`config.mk`:
```
export PLATFORM = sky130hd
export DESIGN_NAME = proc_ctrl_fsm
export DESIGN_NICKNAME = d
export VERILOG_FILES = /design/src/rtl/proc_ctrl_fsm.sv
export SDC_FILE = /design/constraint.sdc
export NUM_CORES = 1
export LEC_CHECK = 0
export ABC_CLOCK_PERIOD_IN_PS = 2270
export CORE_UTILIZATION = 42
export CTS_BUF_LIST = sky130_fd_sc_hd__clkbuf_16
export CTS_CLUSTER_DIAMETER = 200
export CTS_CLUSTER_SIZE = 25
export DETAILED_ROUTE_END_ITERATION = 8
export PLACE_DENSITY = 0.8
export SYNTH_ARGS = -nofsm -noshare
export SYNTH_HDL_FRONTEND = slang
export SYNTH_SLANG_ARGS = --single-unit
```
`constraint.sdc`:
```
create_clock -name clk -period 2.27 [get_ports clk]
set_input_delay 0.681 -clock clk [delete_from_list [all_inputs] [get_ports clk]]
set_output_delay 0.681 -clock clk [all_outputs]
set_load 0.05 [all_outputs]
```
`src/rtl/proc_ctrl_fsm.sv`:
```
// Multi-cycle control FSM for the processor datapath: sequences fetch, decode,
// execute, data-memory access and write-back, and tracks halt/illegal/retire status.
module proc_ctrl_fsm #(
  parameter int unsigned      WIDTH         = 9,
  parameter logic [WIDTH-1:0] PROG_END_ADDR = WIDTH'(8),
  parameter logic [4:0]       OP_LW         = 5'd4,
  parameter logic [4:0]       OP_SW         = 5'd5,
  parameter logic [4:0]       OP_HALT       = 5'd31,
  parameter int unsigned      MEM_WAIT      = 1
) (
  input  logic             clk,
  input  logic             reset,
  input  logic             start,
  input  logic [WIDTH-1:0] pc,
  input  logic [31:0]      instr,
  output logic             pc_en,
  output logic             pc_clr,
  output logic             pmem_en,
  output logic [1:0]       alu_op,
  output logic             reg_wr_en,
  output logic             wb_sel,
  output logic             dmem_en,
  output logic             dmem_wr_en,
  output logic             busy,
  output logic             halted,
  output logic             illegal,
  output logic [15:0]      instr_count
);

  localparam logic [2:0] S_IDLE   = 3'd0;
  localparam logic [2:0] S_FETCH  = 3'd1;
  localparam logic [2:0] S_DECODE = 3'd2;
  localparam logic [2:0] S_EXEC   = 3'd3;
  localparam logic [2:0] S_MEM    = 3'd4;
  localparam logic [2:0] S_WB     = 3'd5;
  localparam logic [2:0] S_HALT   = 3'd6;

  localparam logic [2:0] WAIT_INIT = 3'(MEM_WAIT - 1);

  logic [2:0]  state_q, state_d;
  logic [4:0]  opcode_q, opcode_d;
  logic [2:0]  wait_cnt_q, wait_cnt_d;
  logic        illegal_q, illegal_d;
  logic [15:0] instr_count_q, instr_count_d;

  logic [4:0]  fetched_op;
  logic        is_sw;
  logic        retire;
  logic        instr_unused;

  assign fetched_op   = instr[31:27];
  assign instr_unused = ^instr[26:0];
  assign is_sw        = (opcode_q == OP_SW);
  // A store retires in its single MEM cycle; everything else retires in WB.
  assign retire       = (state_q == S_WB) || ((state_q == S_MEM) && is_sw);

  always_comb begin
    state_d       = state_q;
    opcode_d      = opcode_q;
    wait_cnt_d    = wait_cnt_q;
    illegal_d     = illegal_q;
    instr_count_d = instr_count_q;

    case (state_q)
      S_IDLE: begin
        if (start) state_d = S_FETCH;
      end
      S_FETCH: begin
        state_d = S_DECODE;
      end
      S_DECODE: begin
        opcode_d = fetched_op;
        if (fetched_op[4:2] == 3'b000) begin
          state_d = S_EXEC;
        end else if ((fetched_op == OP_LW) || (fetched_op == OP_SW)) begin
          state_d    = S_MEM;
          wait_cnt_d = WAIT_INIT;
        end else if (fetched_op == OP_HALT) begin
          state_d = S_HALT;
        end else begin
          state_d   = S_HALT;
          illegal_d = 1'b1;
        end
      end
      S_EXEC: begin
        state_d = S_WB;
      end
      S_MEM: begin
        if (!is_sw) begin
          if (wait_cnt_q != 3'd0) wait_cnt_d = wait_cnt_q - 3'd1;
          else                    state_d    = S_WB;
        end
      end
      S_WB: begin
        state_d = S_FETCH;
      end
      S_HALT: begin
        if (start) begin
          state_d       = S_FETCH;
          illegal_d     = 1'b0;
          instr_count_d = 16'd0;
        end
      end
      default: begin
        state_d = S_IDLE;
      end
    endcase

    if (retire) begin
      if (instr_count_q != 16'hFFFF) instr_count_d = instr_count_q + 16'd1;
      state_d = (pc == PROG_END_ADDR) ? S_HALT : S_FETCH;
    end
  end

  always_ff @(posedge clk) begin
    if (reset) begin
      state_q       <= S_IDLE;
      opcode_q      <= 5'd0;
      wait_cnt_q    <= 3'd0;
      illegal_q     <= 1'b0;
      instr_count_q <= 16'd0;
    end else begin
      state_q       <= state_d;
      opcode_q      <= opcode_d;
      wait_cnt_q    <= wait_cnt_d;
      illegal_q     <= illegal_d;
      instr_count_q <= instr_count_d;
    end
  end

  always_comb begin
    pc_en       = retire;
    pc_clr      = (state_q == S_HALT) && start;
    pmem_en     = (state_q == S_FETCH);
    alu_op      = opcode_q[1:0];
    reg_wr_en   = (state_q == S_WB);
    wb_sel      = (state_q == S_WB) && (opcode_q == OP_LW);
    dmem_en     = (state_q == S_MEM);
    dmem_wr_en  = (state_q == S_MEM) && is_sw;
    busy        = (state_q != S_IDLE) && (state_q != S_HALT);
    halted      = (state_q == S_HALT);
    illegal     = illegal_q;
    instr_count = instr_count_q;
  end

endmodule

```
==> results.md <==
* Synthesized area at between 1500 and 2000 sq um
* Initial Util at between 40% and 50%
* Number of global-route vias before repair at roughly 1500
* Synth warn at 0
* WP data arrival at ~1.6 ns
* Logic pwr share at 47.1%
* DRC viols at 0
* Synthesized area per cell at ~8.6 sq um
* Die area at just over 4000 sq um
* Largest net degree at the start of global routing at 22
* Yosys reg bits at 28
* P_int at about 0.0012 W
* DP HPWL at between 2000 and 3000 um
* Critical path endpoint category: output port
* Slew @ Worst Pin at a little over 0.6 ns
* Power, Total at about 0.0020 W
* Site Rows at 22
* Multi-input logic area at 1010 sq um
* Hold-fix buffers, CTS at 0
* DR WL/cell at 13.7 um
* Critical path peak fanout at 3
* Final min period at about 2.3 ns
* Reg power frac at between 30% and 40%
* Async set-or-reset flop fraction in the synthesized netlist at 0%
* Min-Delay Path Class: reg2reg
* Fmax at ~440 MHz
* TritonCTS clock tree: built
* Met1 WL at around 1800 um
* Period utilisation layout at around 99%
* Clock buffer depth at 2
* Routed WL at around 4000 um
* Area leader, netlist: dfxtp_1
* Number of port buffers at 44
* Synth top area cells: dfxtp_1 (35%), a221o_1 (5.6%), mux2i_1 (5.6%)
* Gpl congestion at 0.869
* Via-per-instance ratio at about 5.7
* Clock sinks at 28
* Net Sw Power at between 0.0007 and 0.0008 W
* Max_cap viols at 0
* Worst path bufs/invs at 2
* Grt total ovfl at 0
* Final-stage net count at slightly below 300
* Depth of the CTS H-tree at 1
* N_diodes at 0
* Core box area at between 3000 and 4000 sq um
* Setup CP Type: in2out
* DR top layer: met4
* Antenna violations before repair at 0
* Hold Vio Cnt, Final at 0
* VDD IR max at between 400 and 500 uV
* Mapped Nets at between 200 and 250
* Sw Share at approximately two fifths
* Setup Skew at between 0.003 and 0.004 ns
* First-pass GRT wire length at 6690 um
* Routed met3 length at roughly 220 um
* Die H at 63.9 um
* WL met2 at about 1900 um
* All-layer global routing usage at around a fifth
* Register area share after synthesis at about a third
* Total CTS buffers at 3
* Status: finished clean
* Place WS at -0.203 ns
* Clk root buf: clkbuf_16
* Worst-path cell chain: clkdlybuf4s50_1 -> and2_2 -> buf_12
* Number of flops mapped to enable cells by yosys at 0
* CP peak stage delay at 0.51 ns
* DR iter-0 viols at 72
* CP Launch Type: input pin
* R2R setup slack at ~0.22 ns
* Final setup vio count at 0
* Pleak at around 0.94 nW
* CP delay by family, top: buffers and inverters
* P per Cell Area at ~820 nW/um^2
* IO Pins at around 70
* Clock share of power at approximately a fifth
* FF/Latch Area at approximately 560 sq um
* Register clock-pin slew on the reported worst setup and hold paths at roughly 0.06 ns
* Synth top area share at about a third
* RSZ-0062 raised after global routing: no
* Clock Latency Late Sink at approximately 0.26 ns
* Mapped Cells at about 190
* Synthesis-to-layout area growth at 48.1%
* Ratio of cells with drive above 1 in the final layout at 22.2%
* Yosys cell types at 48
* ANT nets after route at 0
* DR pass1 iterations at 4
* Slew HR at 59.3%
* Max Slew Vio Count at 0
* Setup ws final at ~0.017 ns
* Vias post-DR at 1658
* Die Span X at ~64 um
* Slowest cell on crit path: clkdlybuf4s50_1
* Dominant synthesized flop cell: dfxtp_1
* Fillers at roughly 280
* WP data required at between 1.5 and 2 ns
cells in the final DEF, fill, tap and decap left out, types with 3 or more instances in the layout:
cell type         n
nor2_1           20
a31oi_1           3
nor4_1            9
buf_12            9
and3_1            6
nand3_1           9
inv_1             5
buf_4            23
and2_1            9
a221o_1           9
ha_1              3
nor3_1            5
nand2_1           9
a21oi_1           7
dfxtp_1          26
mux2i_1           9
nor2b_1           3
clkdlybuf4s50_1  29
clkbuf_16         3
cell usage after synthesis (all sizes together), types with 3 or more instances:
| master | instances |
|---|---|
| mux2i | 9 |
| buf | 7 |
| dfxtp | 28 |
| nor2b | 4 |
| nand3 | 9 |
| a21oi | 8 |
| and2 | 11 |
| nor2 | 23 |
| nor3 | 5 |
| inv | 5 |
| ha | 3 |
| clkbuf | 4 |
| a221o | 9 |
| and3 | 6 |
| a31oi | 3 |
| nor4 | 9 |
| nand2 | 10 |
power groups by stage:
stage          sequential, W  combinational (W)  clock, W
2_1_floorplan       0.000619           0.000554         0
3_3_place_gp        0.000630           0.000879         0
3_5_place_dp        0.000635           0.000890         0
4_1_cts             0.000623           0.000902  0.000405
5_1_grt             0.000641           0.000977  0.000426
6_report            0.000635           0.000923  0.000401
registers in the layout, summed over array words and instances (netlist names):
name         flops
illegal          1
instr_count     16
opcode_q         5
state_q          3
wait_cnt_q       3
final timing paths:
check / from / end / cells past startpoint
setup / recovery: start / pc_clr / 3
hold / removal: opcode_q[2]$_SDFFE_PP0N_ / opcode_q[2]$_SDFFE_PP0N_ / 2
setup reg to reg: wait_cnt_q[0]$_SDFFE_PP0P_ / state_q[1]$_SDFFE_PP0P_ / 8
hold reg to reg: opcode_q[2]$_SDFFE_PP0N_ / opcode_q[2]$_SDFFE_PP0N_ / 2
area by class of cell:
class,count,share of cell area [%]
multi-input combinational,144,42.3
tap,48,2.52
sequential,28,23.6
timing repair buffer,62,27.5
clock inverter,1,0.157
inverter,5,0.787
clock buffer,3,3.15
worst reg2reg max path: stages, from the launching register on:
cell	delay (ns)
dfxtp_1	0.34
inv_1	0.05
ha_1	0.19
ha_1	0.19
mux2_2	0.26
o22a_1	0.20
a311oi_2	0.29
o22ai_2	0.15
a221oi_1	0.29
logic make-up after synthesis:
family	share of synthesized area [%]
and+or+nand+nor	33.2
xor gates and xnor gates	1.09
buffers and inverters	4.89
adders and majority gates	2.33
AOI/OAI and AO/OA	16.7
DFF	34.8
muxes	6.99
per-layer routing:
metal	vias to the layer above	GRT usage, %
li1	813	-
met1	786	25.7
met2	55	34.6
met3	4	4.11
met4	0	6.25
met5	-	0
through the flow:
| stage | setup TNS (ns) | std cells | cell area [sq um] | util, % | hold WS, ns |
|---|---|---|---|---|---|
| global placement | -0.271 | 285 | 2260 | 61.8 | 0.474 |
| finish | 0 | 291 | 2390 | 65.2 | 0.503 |
| global route | 0 | 291 | 2390 | 65.2 | 0.547 |
| detailed placement | -0.528 | 285 | 2260 | 61.8 | 0.488 |
| floorplan | -0.307 | 188 | 1620 | - | 0.460 |
| CTS | 0 | 291 | 2360 | 64.4 | 0.508 |
timing repair:
item / 4_1_cts / 5_1_grt
pin swaps: 1 / 2
buffers inserted: 2 / 0
setup endpoints to repair: 1 / 7
gates cloned: 0 / 0
resized for setup: 0 / 9
Note: power is estimated with default switching activity, not from simulation.
